File: config.mk
export PLATFORM = sky130hd
export DESIGN_NAME = adc_cnv_sequencer
export DESIGN_NICKNAME = d
export VERILOG_FILES = /design/src/rtl/adc_seq_pkg.sv /design/src/rtl/adc_seq_timer.sv /design/src/rtl/adc_cnv_sequencer.sv
export SDC_FILE = /design/constraint.sdc
export NUM_CORES = 1
export LEC_CHECK = 0
export CELL_PAD_IN_SITES_DETAIL_PLACEMENT = 1
export CELL_PAD_IN_SITES_GLOBAL_PLACEMENT = 1
export CORE_UTILIZATION = 39
export DETAILED_ROUTE_END_ITERATION = 10
export PLACE_DENSITY_LB_ADDON = 0.1
export SLEW_MARGIN = 25
export SYNTH_ARGS = -nofsm -noshare
export SYNTH_HDL_FRONTEND = slang
export SYNTH_SLANG_ARGS = --single-unit
File: constraint.sdc
create_clock -name clk_adc -period 3.51 [get_ports clk_adc]
set_input_delay 0.702 -clock clk_adc [delete_from_list [all_inputs] [get_ports clk_adc]]
set_output_delay 0.702 -clock clk_adc [all_outputs]
set_load 0.05 [all_outputs]
File: src/rtl/adc_seq_pkg.sv
// ---------------------------------------------------------------------------
// adc_seq_pkg
// Shared definitions for the ADC conversion sequencer:
//   seq_state_t  - FSM state encoding (IDLE, TRIG, WAIT_DATA, GAP)
//   MIN_PERIOD   - smallest cnv_o spacing the sequencer will honour
//   timer_width  - width needed to hold a given terminal count
// ---------------------------------------------------------------------------
package adc_seq_pkg;

  typedef enum logic [1:0] {
    ST_IDLE      = 2'd0,
    ST_TRIG      = 2'd1,
    ST_WAIT_DATA = 2'd2,
    ST_GAP       = 2'd3
  } seq_state_t;

  // One cycle for TRIG plus at least one cycle of WAIT_DATA.
  localparam int unsigned MIN_PERIOD = 2;

  // Bits required to store max_val; never less than one.
  function automatic int unsigned timer_width(input int unsigned max_val);
    int unsigned w;
    w = $clog2(max_val + 1);
    return (w < 1) ? 1 : w;
  endfunction

endpackage

File: src/rtl/adc_seq_timer.sv
// ---------------------------------------------------------------------------
// adc_seq_timer
// Loadable saturating down-counter used for both the cnv_o period and the
// sample-return timeout.
//   clk_adc    in   clock
//   rst        in   asynchronous active-high reset, clears the count
//   load       in   load load_val (has priority over dec)
//   load_val   in   value to load
//   dec        in   decrement by one, holding at zero
//   zero_next  out  count will be zero once this cycle's decrement is applied
// ---------------------------------------------------------------------------
module adc_seq_timer #(
  parameter int unsigned WIDTH = 16
) (
  input  logic             clk_adc,
  input  logic             rst,
  input  logic             load,
  input  logic [WIDTH-1:0] load_val,
  input  logic             dec,
  output logic             zero_next
);

  logic [WIDTH-1:0] count_reg;

  always_ff @(posedge clk_adc or posedge rst) begin
    if (rst) begin
      count_reg <= '0;
    end else if (load) begin
      count_reg <= load_val;
    end else if (dec && (count_reg != '0)) begin
      count_reg <= count_reg - 1'b1;
    end
  end

  // The FSM decides its next state in the same cycle the counter steps, so
  // it needs to know whether the count lands on zero, not whether it is
  // already there. A count of 1 (about to hit zero) or 0 (saturated) both
  // qualify.
  assign zero_next = (count_reg <= WIDTH'(1));

endmodule

File: src/rtl/adc_cnv_sequencer.sv
// ---------------------------------------------------------------------------
// adc_cnv_sequencer
// Issues periodic one-cycle conversion triggers to an SPI ADC read stage,
// collects the returned samples, and ends the run after a burst count, on
// stop, or on a sample-return timeout.
//   clk_adc         in   clock, all logic on rising edge
//   rst             in   asynchronous active-high reset
//   start_i         in   begin a run (ignored while busy, loses to stop_i)
//   stop_i          in   end the run
//   period_i        in   cycles between cnv_o pulses (clamped to >= 2)
//   burst_i         in   conversions per run, 0 = continuous
//   cnv_o           out  one-cycle conversion trigger
//   sdi_valid_i     in   sample-valid strobe from the read stage
//   sdi_data_i      in   sample from the read stage
//   sample_o        out  registered sample
//   sample_valid_o  out  one-cycle strobe qualifying sample_o
//   sample_last_o   out  final sample of the run, with sample_valid_o
//   busy_o          out  high whenever not IDLE
//   timeout_o       out  sticky: a conversion timed out
//   count_o         out  samples delivered in the current/last run
// ---------------------------------------------------------------------------
module adc_cnv_sequencer
  import adc_seq_pkg::*;
#(
  parameter int unsigned DATA_WIDTH  = 16,
  parameter int unsigned PERIOD_W    = 16,
  parameter int unsigned BURST_W     = 16,
  parameter int unsigned TIMEOUT_CYC = 255
) (
  input  logic                  clk_adc,
  input  logic                  rst,
  input  logic                  start_i,
  input  logic                  stop_i,
  input  logic [PERIOD_W-1:0]   period_i,
  input  logic [BURST_W-1:0]    burst_i,
  output logic                  cnv_o,
  input  logic                  sdi_valid_i,
  input  logic [DATA_WIDTH-1:0] sdi_data_i,
  output logic [DATA_WIDTH-1:0] sample_o,
  output logic                  sample_valid_o,
  output logic                  sample_last_o,
  output logic                  busy_o,
  output logic                  timeout_o,
  output logic [BURST_W-1:0]    count_o
);

  localparam int unsigned TO_W = timer_width(TIMEOUT_CYC);

  seq_state_t            state_reg,        state_next;
  logic [PERIOD_W-1:0]   period_lat_reg,   period_lat_next;
  logic [BURST_W-1:0]    burst_lat_reg,    burst_lat_next;
  logic [BURST_W-1:0]    count_reg,        count_next;
  logic                  timeout_reg,      timeout_next;
  logic                  stop_pend_reg,    stop_pend_next;
  logic [DATA_WIDTH-1:0] sample_reg,       sample_next;
  logic                  sample_valid_reg, sample_valid_next;
  logic                  sample_last_reg,  sample_last_next;

  logic                  timers_load;
  logic                  timers_dec;
  logic                  period_zero_next;
  logic                  timeout_zero_next;
  logic [BURST_W-1:0]    count_inc;
  logic                  run_last;

  // -------------------------------------------------------------------------
  // Timers: both reload on every trigger and run only while waiting for data
  // or idling between conversions.
  // -------------------------------------------------------------------------
  assign timers_dec = (state_reg == ST_WAIT_DATA) || (state_reg == ST_GAP);

  adc_seq_timer #(
    .WIDTH (PERIOD_W)
  ) u_period_timer (
    .clk_adc   (clk_adc),
    .rst       (rst),
    .load      (timers_load),
    .load_val  (period_lat_reg - 1'b1),
    .dec       (timers_dec),
    .zero_next (period_zero_next)
  );

  adc_seq_timer #(
    .WIDTH (TO_W)
  ) u_timeout_timer (
    .clk_adc   (clk_adc),
    .rst       (rst),
    .load      (timers_load),
    .load_val  (TO_W'(TIMEOUT_CYC)),
    .dec       (timers_dec),
    .zero_next (timeout_zero_next)
  );

  // Count wraps naturally in continuous mode.
  assign count_inc = count_reg + 1'b1;

  // A stop arriving in the same cycle as the sample also closes the run,
  // since that conversion is the one being finished.
  assign run_last = ((burst_lat_reg != '0) && (count_inc == burst_lat_reg))
                    || stop_pend_reg || stop_i;

  // -------------------------------------------------------------------------
  // State register
  // -------------------------------------------------------------------------
  always_ff @(posedge clk_adc or posedge rst) begin
    if (rst) begin
      state_reg        <= ST_IDLE;
      period_lat_reg   <= PERIOD_W'(MIN_PERIOD);
      burst_lat_reg    <= '0;
      count_reg        <= '0;
      timeout_reg      <= 1'b0;
      stop_pend_reg    <= 1'b0;
      sample_reg       <= '0;
      sample_valid_reg <= 1'b0;
      sample_last_reg  <= 1'b0;
    end else begin
      state_reg        <= state_next;
      period_lat_reg   <= period_lat_next;
      burst_lat_reg    <= burst_lat_next;
      count_reg        <= count_next;
      timeout_reg      <= timeout_next;
      stop_pend_reg    <= stop_pend_next;
      sample_reg       <= sample_next;
      sample_valid_reg <= sample_valid_next;
      sample_last_reg  <= sample_last_next;
    end
  end

  // -------------------------------------------------------------------------
  // Next-state and datapath
  // -------------------------------------------------------------------------
  always_comb begin
    state_next        = state_reg;
    period_lat_next   = period_lat_reg;
    burst_lat_next    = burst_lat_reg;
    count_next        = count_reg;
    timeout_next      = timeout_reg;
    stop_pend_next    = stop_pend_reg;
    sample_next       = sample_reg;
    sample_valid_next = 1'b0;
    sample_last_next  = 1'b0;
    timers_load       = 1'b0;

    unique case (state_reg)
      ST_IDLE: begin
        stop_pend_next = 1'b0;
        if (start_i && !stop_i) begin
          if (period_i < PERIOD_W'(MIN_PERIOD)) begin
            period_lat_next = PERIOD_W'(MIN_PERIOD);
          end else begin
            period_lat_next = period_i;
          end
          burst_lat_next = burst_i;
          count_next     = '0;
          timeout_next   = 1'b0;
          state_next     = ST_TRIG;
        end
      end

      ST_TRIG: begin
        // cnv_o is high for this cycle no matter what; stop only prevents
        // waiting for its data.
        timers_load = 1'b1;
        state_next  = stop_i ? ST_IDLE : ST_WAIT_DATA;
      end

      ST_WAIT_DATA: begin
        if (sdi_valid_i) begin
          sample_next       = sdi_data_i;
          sample_valid_next = 1'b1;
          sample_last_next  = run_last;
          count_next        = count_inc;
          if (run_last) begin
            state_next = ST_IDLE;
          end else if (period_zero_next) begin
            state_next = ST_TRIG;
          end else begin
            state_next = ST_GAP;
          end
        end else if (timeout_zero_next) begin
          timeout_next = 1'b1;
          state_next   = ST_IDLE;
        end else if (stop_i) begin
          stop_pend_next = 1'b1;
        end
      end

      ST_GAP: begin
        if (stop_i) begin
          state_next = ST_IDLE;
        end else if (period_zero_next) begin
          state_next = ST_TRIG;
        end
      end

      default: begin
        state_next = ST_IDLE;
      end
    endcase
  end

  // -------------------------------------------------------------------------
  // Outputs
  // -------------------------------------------------------------------------
  assign cnv_o          = (state_reg == ST_TRIG);
  assign busy_o         = (state_reg != ST_IDLE);
  assign sample_o       = sample_reg;
  assign sample_valid_o = sample_valid_reg;
  assign sample_last_o  = sample_last_reg;
  assign timeout_o      = timeout_reg;
  assign count_o        = count_reg;

endmodule

* Word level (Yosys, flattened, before mapping)
Cells that the tools add are included.
** Word-level totals
- Bits in registers :: 94
- Output and inout port bits :: 37
** Cells by class
- Add/subtract/negate cells :: 4
- $lt $le $gt $ge :: 3
- Equal/unequal tests :: 12
- Muxes and demuxes :: 30
- Reductions and logical operators :: 22
** Operator list (number)
- 16-bit two-way mux :: 5
- 16-bit case mux with 2 select lines :: 1
- 16-bit nonzero test :: 2
- 16-bit by 1-bit subtractor with 16-bit output, second input constant :: 2
- 16-bit by 1-bit adder with 16-bit output, second input constant :: 1
- 16-bit == test :: 1
- 16-bit by 1-bit <= comparator with 1-bit output, second input constant :: 1
- 16-bit by 2-bit less-than comparator with 1-bit output, second input constant :: 1
- 2-bit two-way mux :: 8
- 8-bit two-way mux :: 2
- 2-bit inequality test, second input constant :: 6
- 1-bit two-way mux :: 11
- 8-bit by 1-bit <= comparator with 1-bit output, second input constant :: 1
- 2-bit case mux with 4 select lines :: 1
- 4-bit AND reduction :: 2
- 2-bit nonzero test :: 4
- 8-bit nonzero test :: 1
- 8-bit by 1-bit subtractor with 8-bit output, second input constant :: 1
- 3-bit inequality test, second input constant :: 2
- 3-bit AND reduction :: 2
- 2-bit == test, second input constant :: 2
- 1-bit logical AND :: 4
- 1-bit case mux with 2 select lines :: 2
- 2-bit AND reduction :: 2
- other kinds (4) :: 6

* Longest topological paths before layout
Gate-level depths: netlist (run 1).
- Word-level depth :: 8
- Depth in mapped cells :: 7
- Gate-level depth less buffers :: 7

* Hierarchy
From an unflattened synthesis (run 1), not the netlist that was laid out.
** Unflattened totals
- Cell total of the unflattened synthesis :: 574
- Area total of the unflattened synthesis :: 5381.4 um^2
** By module, submodules not included
- adc_cnv_sequencer :: times used 1, cells an instance 386, area each 3737.3 um^2, sequential area each 1752.9 um^2
- adc_seq_timer at u_period_timer :: times used 1, cells an instance 122, area each 1062.3 um^2, sequential area each 400.4 um^2
- adc_seq_timer at u_timeout_timer :: times used 1, cells an instance 66, area each 581.8 um^2, sequential area each 200.2 um^2

* Worst setup path before layout (run 1)
No wires, ideal clock.
- Path type :: reg-to-reg
- From :: reg count_reg[0], in the netlist count_o[0]
- To :: reg state_reg[0]
- Arrival :: 2.671 ns
- Setup slack :: 0.713 ns
- Cell stages (with the launch flop) :: 8
- Buffers on the path :: 0
- Path through :: dfrtp_1 ha_1 nand3_2 or4_4 mux2_4 nor3_2 a31oi_1 a221o_1
** Between the ends
- Cells in the longest elaborated chain, start to end :: 8
** RTL lines
- from (decl) :: RTL line adc_cnv_sequencer.sv:52 : logic [BURST_W-1:0] count_reg, count_next;
- from (signal assigned) :: RTL line adc_cnv_sequencer.sv:120 : count_reg <= count_next;
- 16-bit by 1-bit adder with 16-bit output :: RTL line adc_cnv_sequencer.sv:95 : assign count_inc = count_reg + 1'b1;
- 16-bit == test :: RTL line adc_cnv_sequencer.sv:99 : assign run_last = ((burst_lat_reg != '0) && (count_inc == burst_lat_reg))
- 1-bit logical AND :: RTL line adc_cnv_sequencer.sv:99
- 1-bit logical OR (2 in series) :: RTL line adc_cnv_sequencer.sv:100 : || stop_pend_reg || stop_i;
- 2-bit two-way mux :: RTL line adc_cnv_sequencer.sv:173 : if (run_last) begin
- 2-bit two-way mux :: RTL line adc_cnv_sequencer.sv:168 : if (sdi_valid_i) begin
- 2-bit case mux with 4 select lines :: RTL line adc_cnv_sequencer.sv:144 : unique case (state_reg)
- to (signal assigned) :: RTL line adc_cnv_sequencer.sv:117 : state_reg <= state_next;
- to (decl) :: RTL line adc_cnv_sequencer.sv:49 : seq_state_t state_reg, state_next;
Every way passes these cells.
A chain may end at the register's enable or synchronous reset.

* Worst setup path in the final report (run 1)
Ends and elaborated chain as after synthesis.

==> out/results.ini, run 1 <==
[timing]
tns_ns = 0
holdWs_ns = 0.475
max_slew_margin = 0.501
timing.final.crit_share = 0.795
period_minus_slack_ns = 2.79
finalHoldViolations = 0
final-setup-viol-count = 0
fmax_ghz = 0.358
worst_pin_slew_ns = 0.742
drv_slew = 0
rsz0062_at_grt = no
fin_skew_ns = 0.00428

[finish]
fin_util = 0.518
nFillCells = 1424
syn_to_final_growth_pct = 27.2
final_cell_mix = dfrtp_1 (93), clkdlybuf4s50_1 (89), nand2_1 (84)
final_common_cell = dfrtp_1
num_antenna_cells = 0
nets = 665
instances_no_fill = 779
drive_gt1_frac = 0.110

[synthesis]
syn-num-nets = 579
yosys.area_share.simple = 0.211
synth_xor_xnor_area_share = 0.0880
yosysWarnings = 0
synth-edff-count = 0
ys_seq_elements = 94
synthMuxAreaShare = 0.0729
async_reset_ff_frac = 1.00
postSynthCellCount = 520
synth_area_per_cell_um2 = 9.57
ys.flop_type = dfrtp_1
synth_area_um2 = 4970
ys_seq_area_frac = 0.473
synthAdderAreaFrac = 0.0171
synth_top_family_by_area = simple AND/OR/NAND/NOR gates
yosys.cell_types.count = 61
synth_compound_area_frac = 0.108

[job]
maxCapViolations = 0

[power_and_ir_drop]
total_power_mw = 4.76
ir_worst_vdd_v = 0.000378
power_leakage_nw = 2.54
powerDensity_nw_per_um2 = 753

[die]
die_area_um2 = 13200
die_h_um = 115
core-area_um2 = 12200
start_util = 0.407
pin_count = 90
std_cell_rows = 40
die_w_um = 115

[place]
place_congestion = 0.843
dp.cells = 763
numPortBuffers = 89
dp_hpwl_um = 9440

[routing]
via_per_inst = 5.36
vias = 4176
drtIter0Drc = 136
routed_wl_um = 13200
ant_nets = 0
post_drt_wl_per_cell_um = 16.9
dr.pass1.iters = 4
route.detailed.drc = 0

[critical_path]
end_kind = register
arrival_ns = 3.02
cp_top_family = compound AO/OA/AOI/OAI gates
critical-path-max-stage-delay_ns = 0.50
crit_buf_inv = 0
worst_path_max_delay_cell = dfrtp_1
cp.required_ns = 3.74
path_class = register to register
worstPathCellList = ha_1 -> nand3_2 -> a2111oi_0 -> nor2_1 -> nor4b_1 -> a31oi_1 -> a221o_1
cp-start-kind = register
crit_fanout = 8

[clocking]
htree_levels = 3
clkTransAtPathRegs_ns = 0.06
cts_resized = 0
cts_tree = yes
numCtsBuffers = 9
clockRootBuffer = clkbuf_16
cts.path.max_buffers = 2
cts_setup_buffers = 0
hold_buffers = 0
cts.sinks = 94
clk_latency_ns = 0.35

[global_route]
track_usage = 0.218
overflow = 0
grt_first_pass_wirelength_um = 22200
antenna_found_initial = 0
grt_pass1_vias = 4445
grt_max_degree = 65

[status]
status = finished, final reports clean

[worst_hold_path]
hold_path.class = register to register

final cells by class:
| type | instances | area [µm²] | area share |
|---|---|---|---|
| repair buffers | 97 | 951 | 0.150 |
| clock buffers | 15 | 258 | 0.0407 |
| clock inverters | 1 | 5.00 | 0.000791 |
| flip-flops and latches | 94 | 2350 | 0.372 |
| inverters | 17 | 68.8 | 0.0109 |
| multi-input cells | 387 | 2480 | 0.392 |
| well taps | 168 | 210 | 0.0332 |
cell families (layout without fill, tap and decap cells):
kind of cell / count (synthesis) / in the layout
AO/OA/AOI/OAI: 87 / 87
XOR/XNOR: 50 / 50
adder cells (fa/ha/maj): 7 / 7
buffers and inverters: 39 / 130
flip-flops: 94 / 94
multiplexers: 32 / 32
AND/OR/NAND/NOR: 211 / 211
worst paths after layout:
| kind | cells after the start | slack, ns | from | end |
|---|---|---|---|---|
| setup / recovery | 7 | 0.72 | count_o[0] | state_reg[0] |
| hold / removal | 2 | 0.47 | sample_o[10] | sample_o[10] |
| setup reg to reg | 7 | 0.72 | count_o[0] | state_reg[0] |
| hold reg to reg | 2 | 0.47 | sample_o[10] | sample_o[10] |
| max in group asynchronous | 3 | 2.05 | rst | count_o[15] |
| min in group asynchronous | 2 | 0.76 | rst | period_lat_reg[5] |
synthesized netlist by cell type (all sizes together), types with 3 or more instances:
cell type | instances | area [µm²]
inv | 17 | 63.8
and3 | 5 | 31.3
a21oi | 16 | 80.1
xnor2 | 27 | 236
nand4 | 10 | 75.1
o31ai | 3 | 22.5
nand3 | 16 | 90.1
nor4 | 15 | 100
nor2 | 36 | 135
dfrtp | 93 | 2330
nor2b | 4 | 25.0
o211ai | 3 | 22.5
nand2 | 84 | 315
clkbuf | 19 | 71.3
or4 | 3 | 26.3
xor2 | 23 | 201
nor4b | 3 | 26.3
or3 | 5 | 31.3
a31oi | 4 | 25.0
buf | 3 | 13.8
and2 | 4 | 27.5
mux2 | 31 | 353
nand3b | 3 | 22.5
o21ai | 39 | 195
nor3 | 15 | 80.1
ha | 6 | 75.1
worst reg2reg max path: cells and delay by family, from the launching register on:
family                     cells  cell delay [ns]
AOI/OAI and AO/OA              3             1.05
DFF                            1             0.50
and+or+nand+nor                3             0.80
adders and majority gates      1             0.33
stage by stage:
stage                     cell area (µm²)  setup slack, ns
after floorplan                      4970            0.361
after global placement               6060            0.898
after detailed placement             6060            0.770
after CTS                            6330            0.738
after global routing                 6330            0.555
final                                6330            0.718
power by group:
group	internal (mW)	switching (mW)	total [mW]
sequential	1.49	0.447	1.94
clock	0.500	0.401	0.902
combinational	0.832	1.09	1.92
metal layers:
metal	vias to the layer above	track usage	routed length, µm
met5	-	0	0
met2	83	0.355	6190
met1	2082	0.292	6390
met4	0	0.0874	191
met3	13	0.0337	427
li1	1998	-	-
(Power assumes the default switching activity.)
==> run 2: changes to the inputs <==
--- a/config.mk
+++ b/config.mk
@@ -7,7 +7,7 @@
 export LEC_CHECK = 0
 export CELL_PAD_IN_SITES_DETAIL_PLACEMENT = 1
 export CELL_PAD_IN_SITES_GLOBAL_PLACEMENT = 1
-export CORE_UTILIZATION = 39
+export CORE_UTILIZATION = 36
 export DETAILED_ROUTE_END_ITERATION = 10
 export PLACE_DENSITY_LB_ADDON = 0.1
 export SLEW_MARGIN = 25
==> constraint.sdc (replaced) <==
create_clock -name clk_adc -period 2.5 [get_ports clk_adc]
set_input_delay 0.5 -clock clk_adc [delete_from_list [all_inputs] [get_ports clk_adc]]
set_output_delay 0.5 -clock clk_adc [all_outputs]
set_load 0.05 [all_outputs]
==> run 2 against run 1 <==
Net effect: setup slack got worse by 0.63 ns; via count rose by 1.8%; sequential share of layout area fell by 0.92 points; non-clock buffer count rose by 12; critical path type unchanged; critical endpoint unchanged; largest power group is now combinational logic.
==> out/results.ini, run 2 (synthesis results as in run 1) <==
[die]
die_area_um2 = 14300
die_h_um = 120
core-area_um2 = 13300
start_util = 0.373
pin_count = 90
std_cell_rows = 42
die_w_um = 120

[timing]
holdWs_ns = 0.475
fmax_ghz = 0.415
worst_pin_slew_ns = 0.736
finalHoldViolations = 0
timing.final.crit_share = 0.964
final-setup-viol-count = 0
max_slew_margin = 0.509
setup_ws_ns = 0.0902
fin_skew_ns = 0.00515
drv_slew = 0
tns_ns = 0
period_minus_slack_ns = 2.41

[finish]
drive_gt1_frac = 0.157
final_cell_mix = clkdlybuf4s50_1 (88), nand2_1 (84), dfrtp_1 (83)
post-route-cell-area_um2 = 6520
instances_no_fill = 799
num_antenna_cells = 0
final_common_cell = clkdlybuf4s50_1
fin_util = 0.489
syn_to_final_growth_pct = 31.1
nets = 677

[routing]
ant_nets = 0
route.detailed.drc = 0
routed_wl_um = 13800
drtIter0Drc = 163
dr.pass1.iters = 4
post_drt_wl_per_cell_um = 17.3
via_per_inst = 5.32
vias = 4250

[place]
dp_hpwl_um = 9910
dp.cells = 783
numPortBuffers = 89
place_congestion = 0.807
place_area_um2 = 6210
dpl_worst_slack_ns = -0.0374

[clocking]
cts.path.max_buffers = 2
clockRootBuffer = clkbuf_16
clk_latency_ns = 0.35
htree_levels = 3
numCtsBuffers = 9
cts.sinks = 94
clkTransAtPathRegs_ns = 0.07
cts_tree = yes

[global_route]
use_met3 = 0.0309
grt_first_pass_wirelength_um = 23100
overflow = 0
gr-usage-met2 = 0.340
grt_max_degree = 95
grt.busiest_layer = met2
grtUsageMet1 = 0.278
track_usage = 0.206
grt_pass1_vias = 4400
antenna_found_initial = 0

[power_and_ir_drop]
total_power_mw = 6.83
power_leakage_nw = 2.60
ir_worst_vdd_v = 0.000386
powerDensity_nw_per_um2 = 1050

[critical_path]
cp.required_ns = 2.74
crit_fanout = 6
path_class = register to register
cp-start-kind = register
arrival_ns = 2.65
end_kind = register

[job]
maxCapViolations = 0

[status]
status = finished, final reports clean

[worst_hold_path]
hold_path.class = register to register

## run 2: final cells by class
type                       count  area (µm²)
clock buffer                  11         233
clock inverter                 5        36.3
fill                        1547        6830
inverter                      17        67.6
multi-input combinational    387        2530
sequential                    94        2370
tap                          176         220
timing repair buffer         109        1060
## run 2: path summary, 6_finish.rpt
check / startpoint / end / slack (ns) / depth (start not counted)
worst max-delay path: count_o[1] / state_reg[0] / 0.09 / 7
worst min-delay path: sample_o[1] / sample_o[1] / 0.48 / 2
worst max register to register: count_o[1] / state_reg[0] / 0.09 / 7
worst min register to register: sample_o[1] / sample_o[1] / 0.48 / 2
max in group asynchronous: rst / count_o[4] / 1.43 / 3
min in group asynchronous: rst / period_lat_reg[2] / 0.62 / 3
## run 2: where the power goes
part / total, mW / internal (mW) / switching (mW) / leakage (nW)
sequential: 2.73 / 2.10 / 0.631 / 1.13
combinational: 2.83 / 1.23 / 1.60 / 1.35
clock: 1.28 / 0.675 / 0.605 / 0.122
total: 6.83 / 4.00 / 2.83 / 2.60
## run 2: critical path: stages (launching register included)
cell     delay [ns]
dfrtp_2        0.44
ha_4           0.19
nand3_2        0.14
or4_4          0.53
mux2_4         0.32
nor3_2         0.19
a31oi_2        0.14
a221o_1        0.36
## run 2: layer usage
layer  wire length (µm)  share of wire  vias up
met4                166          0.012        0
met5                  0              0        -
met2               6700           0.48       70
met3                419          0.030       12
met1               6550           0.47     2145
li1                   -              -     2023
## run 2: what timing repair did
action | CTS | global route
hold buffers | 0 | 0
endpoints found under the setup margin | 1 | 1
setup buffers | 0 | 0
hold endpoints to repair | 0 | 0
resized for setup | 1 | 6
